--- config.mk ---
export PLATFORM = sky130hd
export DESIGN_NAME = fetch_redirect_flat
export DESIGN_NICKNAME = d
export VERILOG_FILES = /design/src/rtl/fetch_redirect_if.sv /design/src/rtl/fetch_redirect.sv /design/src/flat_wrapper.sv
export SDC_FILE = /design/constraint.sdc
export NUM_CORES = 1
export LEC_CHECK = 0
export BUFFER_PORTS_ARGS = -buffer_cell sky130_fd_sc_hd__buf_2
export CORE_AREA = 3 3 113 115
export DETAILED_ROUTE_END_ITERATION = 12
export DIE_AREA = 0 0 116 118
export PLACE_DENSITY = 0.77
export SYNTH_ARGS = -nofsm -noshare
export SYNTH_HDL_FRONTEND = slang
export SYNTH_SLANG_ARGS = --single-unit
--- constraint.sdc ---
create_clock -name clk -period 2.51 [get_ports clk]
set_input_delay 0.1255 -clock clk [delete_from_list [all_inputs] [get_ports clk]]
set_output_delay 0.1255 -clock clk [all_outputs]
set_load 0.005 [all_outputs]
--- src/rtl/fetch_redirect_if.sv ---
// Branch-resolution and fetch-status bundle between EX/hazard logic and the IF-stage PC controller.
// PCSrc/calcBranch carry no ready: PCSrc is valid every cycle, and the PC controller alone decides
// whether to accept it (only in RUN); calcBranch is meaningful only in a cycle where PCSrc is accepted.
interface fetch_redirect_if;
    logic        PCSrc;
    logic [63:0] calcBranch;
    logic        stall;
    logic [63:0] instAddr;
    logic        squash_ID;
    logic        squash_EX;
    logic [31:0] redirectCount;
    logic        misalignFault;
    logic        fsm_state;

    modport master (
        output PCSrc, calcBranch, stall,
        input  instAddr, squash_ID, squash_EX, redirectCount, misalignFault, fsm_state
    );

    modport slave (
        input  PCSrc, calcBranch, stall,
        output instAddr, squash_ID, squash_EX, redirectCount, misalignFault, fsm_state
    );
endinterface

--- src/rtl/fetch_redirect.sv ---
// IF-stage PC register with redirect, stall and two-bubble squash control.
// fsm_state exposes the controller state (0 = RUN, 1 = SQUASH).
module fetch_redirect #(
    parameter logic [63:0] RESET_PC = 64'h0
) (
    input logic             clk,
    input logic             reset,
    fetch_redirect_if.slave bus
);

    typedef enum logic {
        RUN    = 1'b0,
        SQUASH = 1'b1
    } state_t;

    state_t      state_q;
    state_t      state_d;
    logic [63:0] pc_q;
    logic [63:0] pc_d;
    logic [31:0] count_q;
    logic [31:0] count_d;
    logic        fault_q;
    logic        fault_d;
    logic        accept;

    // A branch raised during SQUASH belongs to a squashed instruction and is never accepted.
    assign accept = bus.PCSrc && (state_q == RUN);

    always_ff @(posedge clk) begin
        if (reset) begin
            state_q <= RUN;
        end else begin
            state_q <= state_d;
        end
    end

    always_comb begin
        state_d = state_q;
        case (state_q)
            RUN:     state_d = accept ? SQUASH : RUN;
            SQUASH:  state_d = RUN;
            default: state_d = RUN;
        endcase
    end

    // Redirect beats stall; stall is meaningless in SQUASH since it came from a squashed instruction.
    always_comb begin
        pc_d    = pc_q + 64'd4;
        count_d = count_q;
        fault_d = fault_q;
        if (accept) begin
            pc_d    = {bus.calcBranch[63:2], 2'b00};
            count_d = count_q + 32'd1;
            fault_d = fault_q | (bus.calcBranch[1:0] != 2'b00);
        end else if ((state_q == RUN) && bus.stall) begin
            pc_d = pc_q;
        end
    end

    always_ff @(posedge clk) begin
        if (reset) begin
            pc_q    <= RESET_PC;
            count_q <= 32'd0;
            fault_q <= 1'b0;
        end else begin
            pc_q    <= pc_d;
            count_q <= count_d;
            fault_q <= fault_d;
        end
    end

    assign bus.instAddr      = pc_q;
    assign bus.squash_ID     = (state_q == SQUASH);
    assign bus.squash_EX     = (state_q == SQUASH);
    assign bus.redirectCount = count_q;
    assign bus.misalignFault = fault_q;
    assign bus.fsm_state     = state_q;

endmodule

--- src/flat_wrapper.sv ---
// flat-port wrapper written by rule: the top's interface ports become plain ports
module fetch_redirect_flat 
#(
    parameter logic [63:0] RESET_PC = 64'h0
)
  (clk, reset, bus_PCSrc, bus_calcBranch, bus_stall, bus_instAddr, bus_squash_ID, bus_squash_EX, bus_redirectCount, bus_misalignFault, bus_fsm_state);
  fetch_redirect_if bus_i ();
  input logic clk;
  input logic reset;
  input wire logic [$bits(bus_i.PCSrc)-1:0] bus_PCSrc;
  input wire logic [$bits(bus_i.calcBranch)-1:0] bus_calcBranch;
  input wire logic [$bits(bus_i.stall)-1:0] bus_stall;
  output wire logic [$bits(bus_i.instAddr)-1:0] bus_instAddr;
  output wire logic [$bits(bus_i.squash_ID)-1:0] bus_squash_ID;
  output wire logic [$bits(bus_i.squash_EX)-1:0] bus_squash_EX;
  output wire logic [$bits(bus_i.redirectCount)-1:0] bus_redirectCount;
  output wire logic [$bits(bus_i.misalignFault)-1:0] bus_misalignFault;
  output wire logic [$bits(bus_i.fsm_state)-1:0] bus_fsm_state;
  assign bus_i.PCSrc = bus_PCSrc;
  assign bus_i.calcBranch = bus_calcBranch;
  assign bus_i.stall = bus_stall;
  assign bus_instAddr = bus_i.instAddr;
  assign bus_squash_ID = bus_i.squash_ID;
  assign bus_squash_EX = bus_i.squash_EX;
  assign bus_redirectCount = bus_i.redirectCount;
  assign bus_misalignFault = bus_i.misalignFault;
  assign bus_fsm_state = bus_i.fsm_state;
  fetch_redirect #(.RESET_PC(RESET_PC)) u_core (.clk(clk), .reset(reset), .bus(bus_i));
endmodule
==> results_dict.tcl, run 1 <==
set metrics [dict create \
    postRouteAntennaNets 0 \
    leakage_nw 2.88 \
    hold-worst-slack_ns 0.0449 \
    cp_slowest_cell "or4_4" \
    postCtsHoldBufs 0 \
    slowest_delay_ns 0.58 \
    clk_latency_ns 0.34 \
    clkTransAtPathRegs_ns 0.07 \
    grt_max_degree 61 \
    fillCellCount 1087 \
    path_delay_family "simple AND/OR/NAND/NOR gates" \
    end_kind "register" \
    synth_area_um2 5500 \
    ir_drop_mv 0.280 \
    ys_ff_latch 96 \
    min_period_ns 2.43 \
    h-tree-depth 3 \
    dieHeight_um 118 \
    tightest_slew_ns 0.941 \
    die_x_um 116 \
    grt_pass1_wl_um 27800 \
    cts.sinks 96 \
    synth_cell_types 70 \
    grt_pass1_vias 5484 \
    ys_seq_area_share_pct 34.9 \
    diodes 0 \
    ys.flop_type "dfxtp_1" \
    numCtsBuffers 9 \
    syn-instance-count 698 \
    drc_errors 0 \
    finalSetupViolCount 0 \
    timing.final.hold_violations 0 \
    max-slew-margin-rel_pct 37.1 \
    timing.final.ws_setup_ns 0.0846 \
    ioPinCount 168 \
    overflow 0 \
    synth_warnings 0 \
    crit_chain "nand4_2, or4_4, or4_4, nor4_4, nor4b_1, a221o_1" \
    hold_path_class "primary input to register" \
    layoutNonFillerInstCount 1035 \
    finalSetupTns_ns 0 \
    ys_async_sr_fraction_pct 0 \
    gp_congestion 0.974 \
    drive_gt1_share_pct 29.2 \
    placedCellCount 1018 \
    start_kind "register" \
    hpwlAfterDp_um 12900 \
    drv_cap 0 \
    layout_common_cells "buf_2 (165), dfxtp_1 (95), nor2_1 (91)" \
    rows 40 \
    final.period_utilization_pct 96.6 \
    synth_area_per_cell_um2 7.88 \
    dieArea_um2 13700 \
    status "complete, no violations" \
    worst-path-buf-inv 0 \
    dr.pass1.iters 9 \
    portBuffers 165 \
    cts_tree "done" \
    cp.required_ns 2.74 \
    routed_via_density 5.91 \
    wl_per_cell_um 17.1 \
    slew_violations 0 \
    first_iter_violations 689 \
    area_growth_pct 27.2 \
    crit_top_cell "or4_4" \
    antenna_found_initial 1 \
    core_area_um2 11900 \
    preCtsSetupSlack_ns 0.0569 \
    cts_root_buf "clkbuf_16" \
    final_common_cell "buf_2" \
    grt_usage_pct 24.8 \
    rsz0062_at_grt "false" \
    vias 6116 \
    wl_um 17700 \
    max_freq_mhz 412 \
    cts_buffer_depth 2 \
    fin_nets 953 \
    power_density_nw_per_um2 523 \
    crit_path_max_fanout 6 \
    start_util_pct 46.2 \
    synth-edff-count 0 \
    arrival_ns 2.65 \
    crit_type "register to register" \
    finClkSkew_ns 0.00867 \
]
-- report_power, final --
part           internal (W)  switching, W
combinational      0.000249      0.000300
sequential          0.00160     0.0000979
clock              0.000826      0.000584
-- path summary, 6_finish.rpt --
| path | start | end | slack, ns | cells past startpoint |
|---|---|---|---|---|
| hold reg to reg | u_core.bus.misalignFault | u_core.bus.misalignFault | 0.46 | 2 |
| setup reg to reg | u_core.bus.instAddr[7] | u_core.bus.instAddr[52] | 0.08 | 6 |
| hold / removal | bus_calcBranch[3] | u_core.bus.instAddr[3] | 0.04 | 3 |
| setup / recovery | u_core.bus.instAddr[7] | u_core.bus.instAddr[52] | 0.08 | 6 |
-- synth_stat cells (3+ instances only) --
cell type / number / area share [%]
a211oi_1: 22 / 3.0
a21oi_1: 23 / 2.1
a22oi_1: 21 / 2.9
a31oi_1: 12 / 1.4
and2_1: 4 / 0.45
and3_1: 10 / 1.1
and4_1: 13 / 2.1
buf_1: 4 / 0.27
buf_2: 3 / 0.27
buf_4: 4 / 0.55
clkbuf_1: 30 / 2.0
clkbuf_8: 3 / 0.75
dfxtp_1: 96 / 35
inv_1: 6 / 0.41
mux2i_1: 6 / 1.1
nand2_1: 81 / 5.5
nand2b_1: 3 / 0.34
nand3_1: 46 / 4.2
nand4_1: 37 / 4.2
nor2_1: 91 / 6.2
nor3_1: 18 / 1.6
nor3b_1: 3 / 0.41
nor4_1: 13 / 1.5
o211ai_1: 6 / 0.82
o21ai_0: 19 / 1.7
o22ai_1: 6 / 0.68
o311ai_0: 4 / 0.64
or3_1: 10 / 1.1
or4_1: 6 / 0.82
xnor2_1: 13 / 2.1
xor2_1: 36 / 5.7
-- logic make-up (layout without fill, tap and decap cells) --
logic type,count (synthesis),in the layout,synth area share [%]
AO/OA/AOI/OAI,132,132,16.4
XOR/XNOR,49,49,7.80
adder cells (fa/ha/maj),2,2,0.455
buffers and inverters,53,242,4.87
flip-flops,96,96,34.9
multiplexers,7,7,1.30
other,1,2,0.0682
AND/OR/NAND/NOR,358,358,34.2
-- flip-flops by register name, summed over array words and instances (netlist names) --
signal and flops:
u_core.bus.redirectCount 32, u_core.bus.fsm_state 1, u_core.bus.misalignFault 1, u_core.bus.instAddr 62
-- stage by stage --
step           util, %  total power, W  area, um2
2_1_floorplan        -         0.00200       5500
5_1_grt           58.8         0.00379       7000
6_report          58.8         0.00366       7000
3_5_place_dp      56.2         0.00227       6690
4_1_cts           58.7         0.00366       6990
3_3_place_gp      56.2         0.00226       6690
-- metal layers --
| layer | GRT usage [%] | vias to the layer above | part of all wire, % |
|---|---|---|---|
| li1 | - | 2947 | - |
| met1 | 34.8 | 2810 | 44 |
| met2 | 38.0 | 317 | 44 |
| met3 | 4.11 | 40 | 8.9 |
| met4 | 9.14 | 2 | 2.9 |
| met5 | 0 | - | 0.074 |
-- cell type report --
class / instances / area [um2] / area share [%]
Clock buffer: 13 / 260 / 3.72
Clock inverter: 3 / 40.0 / 0.572
Inverter: 6 / 22.5 / 0.322
Multi-Input combinational cell: 550 / 3330 / 47.6
Sequential cell: 96 / 1920 / 27.5
Tap cell: 147 / 184 / 2.63
Timing Repair Buffer: 220 / 1240 / 17.7
-- worst register-to-register path: cells and delay by family, from the launching register on --
family	cells	cell delay, ns
AND/OR/NAND/NOR	5	1.69
AO/OA/AOI/OAI	1	0.27
flip-flops	1	0.35
-- what timing repair did --
action,CTS,global route
resized for setup,0,1
endpoints found under the setup margin,0,2
setup buffers,0,1
No activity file was read; power rests on OpenSTA's default activity.
==> inputs of run 2 (changes only) <==
--- a/config.mk
+++ b/config.mk
@@ -6,10 +6,10 @@
 export NUM_CORES = 1
 export LEC_CHECK = 0
 export BUFFER_PORTS_ARGS = -buffer_cell sky130_fd_sc_hd__buf_2
-export CORE_AREA = 3 3 113 115
+export CORE_AREA = 3 3 106 108
 export DETAILED_ROUTE_END_ITERATION = 12
-export DIE_AREA = 0 0 116 118
-export PLACE_DENSITY = 0.77
+export DIE_AREA = 0 0 109 111
+export PLACE_DENSITY = 0.83
 export SYNTH_ARGS = -nofsm -noshare
 export SYNTH_HDL_FRONTEND = slang
 export SYNTH_SLANG_ARGS = --single-unit
==> constraint.sdc (replaced) <==
create_clock -name clk -period 3.14 [get_ports clk]
set_input_delay 0.157 -clock clk [delete_from_list [all_inputs] [get_ports clk]]
set_output_delay 0.157 -clock clk [all_outputs]
set_load 0.005 [all_outputs]
==> results_dict.tcl, run 2 (synthesized netlist as in run 1, its figures left out) <==
set metrics [dict create \
    grt_pass1_vias 5560 \
    portBuffers 165 \
    vias 6073 \
    layout_common_cells "buf_2 (165), dfxtp_1 (96), nor2_1 (91)" \
    crit_path_max_fanout 7 \
    antenna_found_initial 1 \
    timing.final.hold_violations 0 \
    finalSetupViolCount 0 \
    first_iter_violations 618 \
    leakage_nw 2.62 \
    die_x_um 109 \
    cp.required_ns 3.40 \
    hpwlAfterDp_um 12600 \
    finalSetupTns_ns 0 \
    wl_um 17500 \
    cts_tree "done" \
    dr.pass1.iters 6 \
    cts_resized 0 \
    final_common_cell "buf_2" \
    hold_path_class "primary input to register" \
    diodes 0 \
    routed_via_density 6.22 \
    power_density_nw_per_um2 410 \
    max-slew-margin-rel_pct 44.3 \
    drc_errors 0 \
    hold-worst-slack_ns 0.0377 \
    fillCellCount 893 \
    netSwitchingPower_w 0.000775 \
    final.period_utilization_pct 86.0 \
    rows 37 \
    overflow 0 \
    rsz0062_at_grt "false" \
    cts_buffer_depth 2 \
    crit_type "register to register" \
    end_kind "register" \
    tightest_slew_ns 0.827 \
    swShare_pct 28.7 \
    postRouteAntennaNets 0 \
    fin_nets 906 \
    ir_drop_mv 0.232 \
    cts.sinks 96 \
    h-tree-depth 3 \
    clkTransAtPathRegs_ns 0.10 \
    grt_usage_pct 28.4 \
    slew_violations 0 \
    start_util_pct 53.3 \
    ioPinCount 168 \
    arrival_ns 2.96 \
    dieHeight_um 111 \
    drive_gt1_share_pct 25.3 \
    min_period_ns 2.70 \
    core_area_um2 10300 \
    p_int_w 0.00192 \
    grt_max_degree 72 \
    dieArea_um2 12100 \
    largest_reg_flops 62 \
    max_freq_mhz 370 \
    wl_per_cell_um 17.9 \
    status "complete, no violations" \
    area_growth_pct 19.6 \
    grt_pass1_wl_um 28000 \
    cts_root_buf "clkbuf_8" \
    combPwrFrac_pct 13.6 \
    regArea_um2 1920 \
    cts_setup_buffers 0 \
    finClkSkew_ns 0.0142 \
    drv_cap 0 \
    reg2reg_slack_ns 0.44 \
    postCtsHoldBufs 0 \
    clkPwrFrac_pct 34.8 \
    clk_latency_ns 0.37 \
    pwr-share-seq_pct 51.7 \
    numCtsBuffers 9 \
    gp_congestion 0.986 \
    start_kind "register" \
    multi_input_area_um2 3330 \
]
run 2: cell count changes in the layout (fill, tap and decap cells not counted), sizes merged:
cell | previous run | this run
buf | 220 | 173
bufinv | 1 | 2
clkbuf | 13 | 10
inv | 6 | 8
run 2: final timing paths:
| check | start | end | cells past startpoint |
|---|---|---|---|
| setup / recovery | u_core.bus.instAddr[2] | u_core.bus.instAddr[62] | 7 |
| hold / removal | bus_calcBranch[35] | u_core.bus.instAddr[35] | 3 |
| setup reg to reg | u_core.bus.instAddr[2] | u_core.bus.instAddr[62] | 7 |
| hold reg to reg | u_core.bus.misalignFault | u_core.bus.misalignFault | 2 |
run 2: area by class of cell:
cell class,instances,area share [%]
clock buffers,10,2.09
inverters,6,0.342
flip-flops and latches,96,29.2
well taps,136,2.59
multi-input cells,550,50.6
clock inverters,6,1.33
repair buffers,173,13.8
run 2: routing by layer:
layer / wire (um) / up-vias / GRT usage (%)
met3: 1780 / 46 / 4.95
li1: - / 2855 / -
met1: 7220 / 2831 / 38.2
met2: 8020 / 339 / 45.2
met4: 424 / 2 / 10.8
met5: 13 / - / 0
run 2: power by group through the flow:
stage          sequential [W]  combinational, W  clock, W
6_report              0.00139          0.000366  0.000938
5_1_grt               0.00140          0.000405  0.000997
4_1_cts               0.00139          0.000364  0.000945
3_5_place_dp          0.00142          0.000361         0
3_3_place_gp          0.00141          0.000353         0
2_1_floorplan         0.00139          0.000207         0
run 2: per-stage QoR:
step,cell area [um2],power (W),instances,setup WS (ns),util [%]
6_report,6580,0.00270,977,0.439,63.7
5_1_grt,6580,0.00281,977,0.330,63.7
4_1_cts,6580,0.00270,977,0.507,63.7
3_5_place_dp,6350,0.00178,961,0.532,61.6
3_3_place_gp,6350,0.00176,961,0.638,61.6
2_1_floorplan,5500,0.00160,699,0.759,-
run 2: critical path, cell delays in order (launching register included):
cell and delay, ns:
dfxtp_1 0.44, ha_1 0.30, nand4_1 0.16, or4_1 0.59, nor4_4 0.41, and4_1 0.42
a32o_1 0.21, a21oi_1 0.06
